`src/rtl/apb_master_bridge_if.sv`:
```
// Command/response and APB3 bus bundle for apb_master_bridge.
// The master modport is the bridge view; slave is the controller-plus-peripheral view.
interface apb_master_bridge_if #(
    parameter int unsigned ADDR_W = 32,
    parameter int unsigned DATA_W = 32
);
    logic              cmd_valid;
    logic              cmd_ready;
    logic              cmd_write;
    logic [ADDR_W-1:0] cmd_addr;
    logic [DATA_W-1:0] cmd_wdata;
    logic              rsp_valid;
    logic              rsp_ready;
    logic [DATA_W-1:0] rsp_rdata;
    logic              rsp_err;
    logic [ADDR_W-1:0] PADDR;
    logic              PSEL;
    logic              PENABLE;
    logic              PWRITE;
    logic [DATA_W-1:0] PWDATA;
    logic [DATA_W-1:0] PRDATA;
    logic              PREADY;
    logic              PSLVERR;

    modport master (
        input  cmd_valid, cmd_write, cmd_addr, cmd_wdata, rsp_ready,
        input  PRDATA, PREADY, PSLVERR,
        output cmd_ready, rsp_valid, rsp_rdata, rsp_err,
        output PADDR, PSEL, PENABLE, PWRITE, PWDATA
    );

    modport slave (
        output cmd_valid, cmd_write, cmd_addr, cmd_wdata, rsp_ready,
        output PRDATA, PREADY, PSLVERR,
        input  cmd_ready, rsp_valid, rsp_rdata, rsp_err,
        input  PADDR, PSEL, PENABLE, PWRITE, PWDATA
    );
endinterface

```
`src/rtl/apb_master_bridge.sv`:
```
// Valid/ready command to APB3 requester, one transfer at a time (SETUP, ACCESS with waits, RESP).
// Optional ACCESS timeout abort when APB_MASTER_TIMEOUT_EN is defined.
module apb_master_bridge #(
    parameter int unsigned ADDR_W         = 32,
    parameter int unsigned DATA_W         = 32,
    parameter int unsigned TIMEOUT_CYCLES = 16
) (
    input  logic                PCLK,
    input  logic                PRESETn,
    apb_master_bridge_if.master bus
);
    typedef enum logic [1:0] {
        IDLE   = 2'b00,
        SETUP  = 2'b01,
        ACCESS = 2'b10,
        RESP   = 2'b11
    } state_t;

    state_t            state;
    logic              psel_q;
    logic              penable_q;
    logic              pwrite_q;
    logic              rsp_valid_q;
    logic              rsp_err_q;
    logic [ADDR_W-1:0] paddr_q;
    logic [DATA_W-1:0] pwdata_q;
    logic [DATA_W-1:0] rsp_rdata_q;

`ifdef APB_MASTER_TIMEOUT_EN
    localparam int unsigned TO_W = $clog2(TIMEOUT_CYCLES + 1);
    logic [TO_W-1:0] to_cnt;
`endif

    assign bus.cmd_ready = (state == IDLE);
    assign bus.PSEL      = psel_q;
    assign bus.PENABLE   = penable_q;
    assign bus.PWRITE    = pwrite_q;
    assign bus.PADDR     = paddr_q;
    assign bus.PWDATA    = pwdata_q;
    assign bus.rsp_valid = rsp_valid_q;
    assign bus.rsp_rdata = rsp_rdata_q;
    assign bus.rsp_err   = rsp_err_q;

    always_ff @(posedge PCLK or negedge PRESETn) begin
        if (!PRESETn) begin
            state       <= IDLE;
            psel_q      <= 1'b0;
            penable_q   <= 1'b0;
            pwrite_q    <= 1'b0;
            rsp_valid_q <= 1'b0;
            rsp_err_q   <= 1'b0;
            paddr_q     <= '0;
            pwdata_q    <= '0;
            rsp_rdata_q <= '0;
`ifdef APB_MASTER_TIMEOUT_EN
            to_cnt      <= '0;
`endif
        end else begin
            case (state)
                IDLE: begin
                    if (bus.cmd_valid) begin
                        paddr_q  <= bus.cmd_addr;
                        pwrite_q <= bus.cmd_write;
                        pwdata_q <= bus.cmd_wdata;
                        psel_q   <= 1'b1;
                        state    <= SETUP;
                    end
                end
                SETUP: begin
                    penable_q <= 1'b1;
`ifdef APB_MASTER_TIMEOUT_EN
                    to_cnt    <= '0;
`endif
                    state     <= ACCESS;
                end
                ACCESS: begin
                    if (bus.PREADY) begin
                        rsp_rdata_q <= pwrite_q ? '0 : bus.PRDATA;
                        rsp_err_q   <= bus.PSLVERR;
                        psel_q      <= 1'b0;
                        penable_q   <= 1'b0;
                        rsp_valid_q <= 1'b1;
                        state       <= RESP;
                    end
`ifdef APB_MASTER_TIMEOUT_EN
                    // Abort on the edge that would bring the wait count to TIMEOUT_CYCLES.
                    else if (to_cnt == TO_W'(TIMEOUT_CYCLES - 1)) begin
                        rsp_rdata_q <= '0;
                        rsp_err_q   <= 1'b1;
                        psel_q      <= 1'b0;
                        penable_q   <= 1'b0;
                        rsp_valid_q <= 1'b1;
                        state       <= RESP;
                    end else begin
                        to_cnt <= to_cnt + TO_W'(1);
                    end
`endif
                end
                RESP: begin
                    if (bus.rsp_ready) begin
                        rsp_valid_q <= 1'b0;
                        state       <= IDLE;
                    end
                end
                default: state <= IDLE;
            endcase
        end
    end
endmodule
```
`src/flat_wrapper.sv`:
```
// flat-port wrapper written by rule: the top's interface ports become plain ports
module apb_master_bridge_flat 
#(
    parameter int unsigned ADDR_W         = 32,
    parameter int unsigned DATA_W         = 32,
    parameter int unsigned TIMEOUT_CYCLES = 16
)
  (PCLK, PRESETn, bus_cmd_valid, bus_cmd_write, bus_cmd_addr, bus_cmd_wdata, bus_rsp_ready, bus_PRDATA, bus_PREADY, bus_PSLVERR, bus_cmd_ready, bus_rsp_valid, bus_rsp_rdata, bus_rsp_err, bus_PADDR, bus_PSEL, bus_PENABLE, bus_PWRITE, bus_PWDATA);
  apb_master_bridge_if #(.ADDR_W(ADDR_W), .DATA_W(DATA_W)) bus_i ();
  input  logic PCLK;
  input  logic PRESETn;
  input wire logic [$bits(bus_i.cmd_valid)-1:0] bus_cmd_valid;
  input wire logic [$bits(bus_i.cmd_write)-1:0] bus_cmd_write;
  input wire logic [$bits(bus_i.cmd_addr)-1:0] bus_cmd_addr;
  input wire logic [$bits(bus_i.cmd_wdata)-1:0] bus_cmd_wdata;
  input wire logic [$bits(bus_i.rsp_ready)-1:0] bus_rsp_ready;
  input wire logic [$bits(bus_i.PRDATA)-1:0] bus_PRDATA;
  input wire logic [$bits(bus_i.PREADY)-1:0] bus_PREADY;
  input wire logic [$bits(bus_i.PSLVERR)-1:0] bus_PSLVERR;
  output wire logic [$bits(bus_i.cmd_ready)-1:0] bus_cmd_ready;
  output wire logic [$bits(bus_i.rsp_valid)-1:0] bus_rsp_valid;
  output wire logic [$bits(bus_i.rsp_rdata)-1:0] bus_rsp_rdata;
  output wire logic [$bits(bus_i.rsp_err)-1:0] bus_rsp_err;
  output wire logic [$bits(bus_i.PADDR)-1:0] bus_PADDR;
  output wire logic [$bits(bus_i.PSEL)-1:0] bus_PSEL;
  output wire logic [$bits(bus_i.PENABLE)-1:0] bus_PENABLE;
  output wire logic [$bits(bus_i.PWRITE)-1:0] bus_PWRITE;
  output wire logic [$bits(bus_i.PWDATA)-1:0] bus_PWDATA;
  assign bus_i.cmd_valid = bus_cmd_valid;
  assign bus_i.cmd_write = bus_cmd_write;
  assign bus_i.cmd_addr = bus_cmd_addr;
  assign bus_i.cmd_wdata = bus_cmd_wdata;
  assign bus_i.rsp_ready = bus_rsp_ready;
  assign bus_i.PRDATA = bus_PRDATA;
  assign bus_i.PREADY = bus_PREADY;
  assign bus_i.PSLVERR = bus_PSLVERR;
  assign bus_cmd_ready = bus_i.cmd_ready;
  assign bus_rsp_valid = bus_i.rsp_valid;
  assign bus_rsp_rdata = bus_i.rsp_rdata;
  assign bus_rsp_err = bus_i.rsp_err;
  assign bus_PADDR = bus_i.PADDR;
  assign bus_PSEL = bus_i.PSEL;
  assign bus_PENABLE = bus_i.PENABLE;
  assign bus_PWRITE = bus_i.PWRITE;
  assign bus_PWDATA = bus_i.PWDATA;
  apb_master_bridge #(.ADDR_W(ADDR_W), .DATA_W(DATA_W), .TIMEOUT_CYCLES(TIMEOUT_CYCLES)) u_core (.PCLK(PCLK), .PRESETn(PRESETn), .bus(bus_i));
endmodule
```
`config.mk`:
```
export PLATFORM = sky130hd
export DESIGN_NAME = apb_master_bridge_flat
export DESIGN_NICKNAME = d
export VERILOG_FILES = /design/src/rtl/apb_master_bridge_if.sv /design/src/rtl/apb_master_bridge.sv /design/src/flat_wrapper.sv
export SDC_FILE = /design/constraint.sdc
export NUM_CORES = 1
export LEC_CHECK = 0
export ABC_AREA = 0
export CORE_MARGIN = 1
export CORE_UTILIZATION = 44
export DETAILED_ROUTE_END_ITERATION = 10
export PLACE_DENSITY = 0.86
export RECOVER_POWER = 25
export SYNTH_ARGS = -nofsm -noshare
export SYNTH_HDL_FRONTEND = slang
export SYNTH_SLANG_ARGS = --single-unit
```
`constraint.sdc`:
```
create_clock -name PCLK -period 4 [get_ports PCLK]
set_clock_uncertainty 0.1 [all_clocks]
set_input_delay 0.4 -clock PCLK [delete_from_list [all_inputs] [get_ports PCLK]]
set_output_delay 0.4 -clock PCLK [all_outputs]
set_load 0.005 [all_outputs]
```
==> impl_metrics.py <==
metrics = {
    "status": {
        "status": "finished, violations left",
        "violations": "max-capacitance violations, max-slew violations",
    },
    "timing": {
        "hold_viol_final": 0,
        "drv_slew": 78,
        "setup_tns_ns": 0,
        "tightest_slew_ns": 1.885,
        "fmax_ghz": 0.4252,
        "fin_crit_sh_pct": 58.80,
        "max_slew_margin_pct": -25.67,
        "timing.hold.ws_ns": 0.3819,
        "setup_viol": 0,
        "finalCriticalPeriod_ns": 2.352,
        "rsz0062_at_grt": "false",
    },
    "critical_path": {
        "critPathTopFamily": "flip-flops",
        "cp_num_buf_inv": 1,
        "cp_max_fo": 34,
        "start_kind": "flip-flop",
        "required_ns": 3.50,
        "slowest_stage": "dfrtp_1",
        "path_cells": "clkdlybuf4s50_1",
        "endpoint_kind": "output port",
        "arrival_ns": 1.85,
        "max_stage_delay_ns": 0.87,
        "critical_path_class": "reg2out",
    },
    "synth": {
        "synth_compound_area_share_pct": 5.220,
        "ys_seq_elements": 103,
        "ys_types": 20,
        "synth_xor_area_share_pct": 0,
        "synth_nets": 415,
        "syn_avg_cell_area_um2": 13.98,
        "synth_cells": 307,
        "synthFlopType": "dfrtp_1",
        "syn-cell-area_um2": 4290,
        "synth_top_family_by_area": "multiplexers",
        "synth_edf_count": 0,
        "yosys-mux-area-fraction_pct": 21.96,
        "synthSimpleGateAreaFrac_pct": 8.107,
        "ys_async_sr_fraction_pct": 100.0,
        "yosys_warnings": 0,
        "yosys.area_share.adder_pct": 1.458,
        "seq_area_frac_synth_pct": 60.08,
    },
    "cells_and_area": {
        "areaGrowthSynthToFinish_pct": 53.13,
        "multiInputGateArea_um2": 1587,
        "drive_above_1_share_pct": 17.03,
        "fillers": 674,
        "regArea_um2": 2577,
        "mostFrequentLayoutCells": "203 x clkdlybuf4s50_1, 103 x dfrtp_1, 50 x mux2_4",
        "final_common_cell": "clkdlybuf4s50_1",
        "num-nets-final": 614,
        "fin_util_pct": 70.44,
        "design_area_um2": 6570,
        "n_antenna_cell": 0,
    },
    "route": {
        "drtIter0Drc": 46,
        "ant_nets": 0,
        "routed_wirelength_mm": 10.01,
        "vias_per_cell": 4.708,
        "vias": 3013,
        "drtPass1Iterations": 4,
        "wl_per_cell_um": 15.64,
        "drc": 0,
    },
    "power_and_ir_drop": {
        "p_leak_nw": 2.959,
        "peakVddDrop_uv": 364.9,
        "p_per_area_nw_per_um2": 732.2,
    },
    "global_route": {
        "grt_antenna_before_repair": 0,
        "grt_pass1_vias": 3112,
        "grt_pass1_wl_mm": 15.44,
        "grt_max_degree": 78,
        "overflow": 0,
        "grtUsageTotal_pct": 19.67,
    },
    "cts": {
        "cts_hold_buf": 0,
        "numCtsBuffers": 9,
        "cts_tree": "done",
        "cts_resized": 0,
        "clockBufferDepth": 2,
        "cts_sinks": 103,
        "clk_latency_ns": 0.35,
        "clkSlewWorstSetupHoldPaths_ns": 0.09,
        "cts_max_level": 3,
        "cts_root_buf": "clkbuf_8",
        "post-cts-setup-buffer-count": 0,
    },
    "placement": {
        "place_congestion": 0.7157,
        "port_buffers": 204,
        "dp_hpwl_mm": 7.359,
        "post_dp_cell_area_um2": 6391,
    },
    "floorplan": {
        "die_area_um2": 10150,
        "start_util_pct": 46.00,
        "placeableCoreArea_um2": 9328,
        "die_h_um": 100.7,
        "io_pins": 205,
        "fp.dieW_um": 100.7,
        "rows": 35,
    },
    "job": {
        "max_cap_violations": 1,
    },
    "worst_hold_path": {
        "hold_class": "reg2reg",
    },
}
[metrics by stage]
stage	std cells	setup slack, ns	total power [mW]
final	640	1.648	4.811
after global routing	640	1.514	5.109
after CTS	640	1.594	4.875
after detailed placement	624	1.596	4.248
after global placement	624	1.617	4.152
after floorplan	307	2.409	2.912
[routing by layer]
layer / track usage [%] / up-vias / part of all wire, % / wire, µm
li1: - / 1425 / - / -
met1: 23.82 / 1437 / 42 / 4158
met2: 33.46 / 130 / 49 / 4912
met3: 4.924 / 21 / 6.9 / 687
met4: 8.361 / 0 / 2.5 / 250
met5: 0 / - / 0 / 0
[logic make-up (layout without fill, tap and decap cells)]
kind of cell / after synthesis / after routing
buf+inv: 22 / 226
simple gates: 70 / 70
flops: 103 / 103
mux: 67 / 67
fa+ha+maj: 5 / 5
compound gates: 40 / 40
[worst paths after layout]
kind | from | endpoint | slack (ns) | depth (start not counted)
worst max-delay path | u_core.bus.PWRITE | bus_PWRITE | 1.65 | 1
worst min-delay path | u_core.bus.rsp_rdata[13] | u_core.bus.rsp_rdata[13] | 0.38 | 2
worst max register to register | u_core.state[0] | u_core.bus.PWRITE | 1.71 | 4
worst min register to register | u_core.bus.rsp_rdata[13] | u_core.bus.rsp_rdata[13] | 0.38 | 2
max in group asynchronous | PRESETn | u_core.bus.PADDR[0] | 2.08 | 2
min in group asynchronous | PRESETn | u_core.bus.PWDATA[6] | 0.46 | 1
[layout make-up]
class | instances | share of cell area, %
sequential | 103 | 39.23
clock buffer | 11 | 2.152
clock inverter | 5 | 0.6094
multi-input combinational | 182 | 24.15
timing repair buffer | 205 | 31.12
tap | 129 | 2.457
inverter | 5 | 0.2857
[registers in the layout (all words and copies together) (netlist names), 2 cells and up]
signal,flops
u_core.bus.PADDR,32
u_core.bus.PWDATA,32
u_core.bus.rsp_rdata,32
u_core.state,2
[where the power goes]
part	total [mW]	internal (mW)	switching (mW)	leakage, nW
logic	2.32	1.62	0.705	1.61
clock network	0.604	0.251	0.353	0.0947
registers	1.89	1.56	0.328	1.25
[synthesized netlist by cell type (2+ instances only)]
cell type	n	area share [%]
o21ai_0	33	3.8
inv_1	5	0.44
ha_1	5	1.5
buf_2	6	0.70
nand2b_1	33	4.8
mux2_4	50	17
mux2_2	17	4.5
a21oi_1	2	0.23
buf_6	6	1.6
clkbuf_1	4	0.35
dfrtp_1	103	60
nand2_1	35	3.1
(Power assumes the default switching activity.)
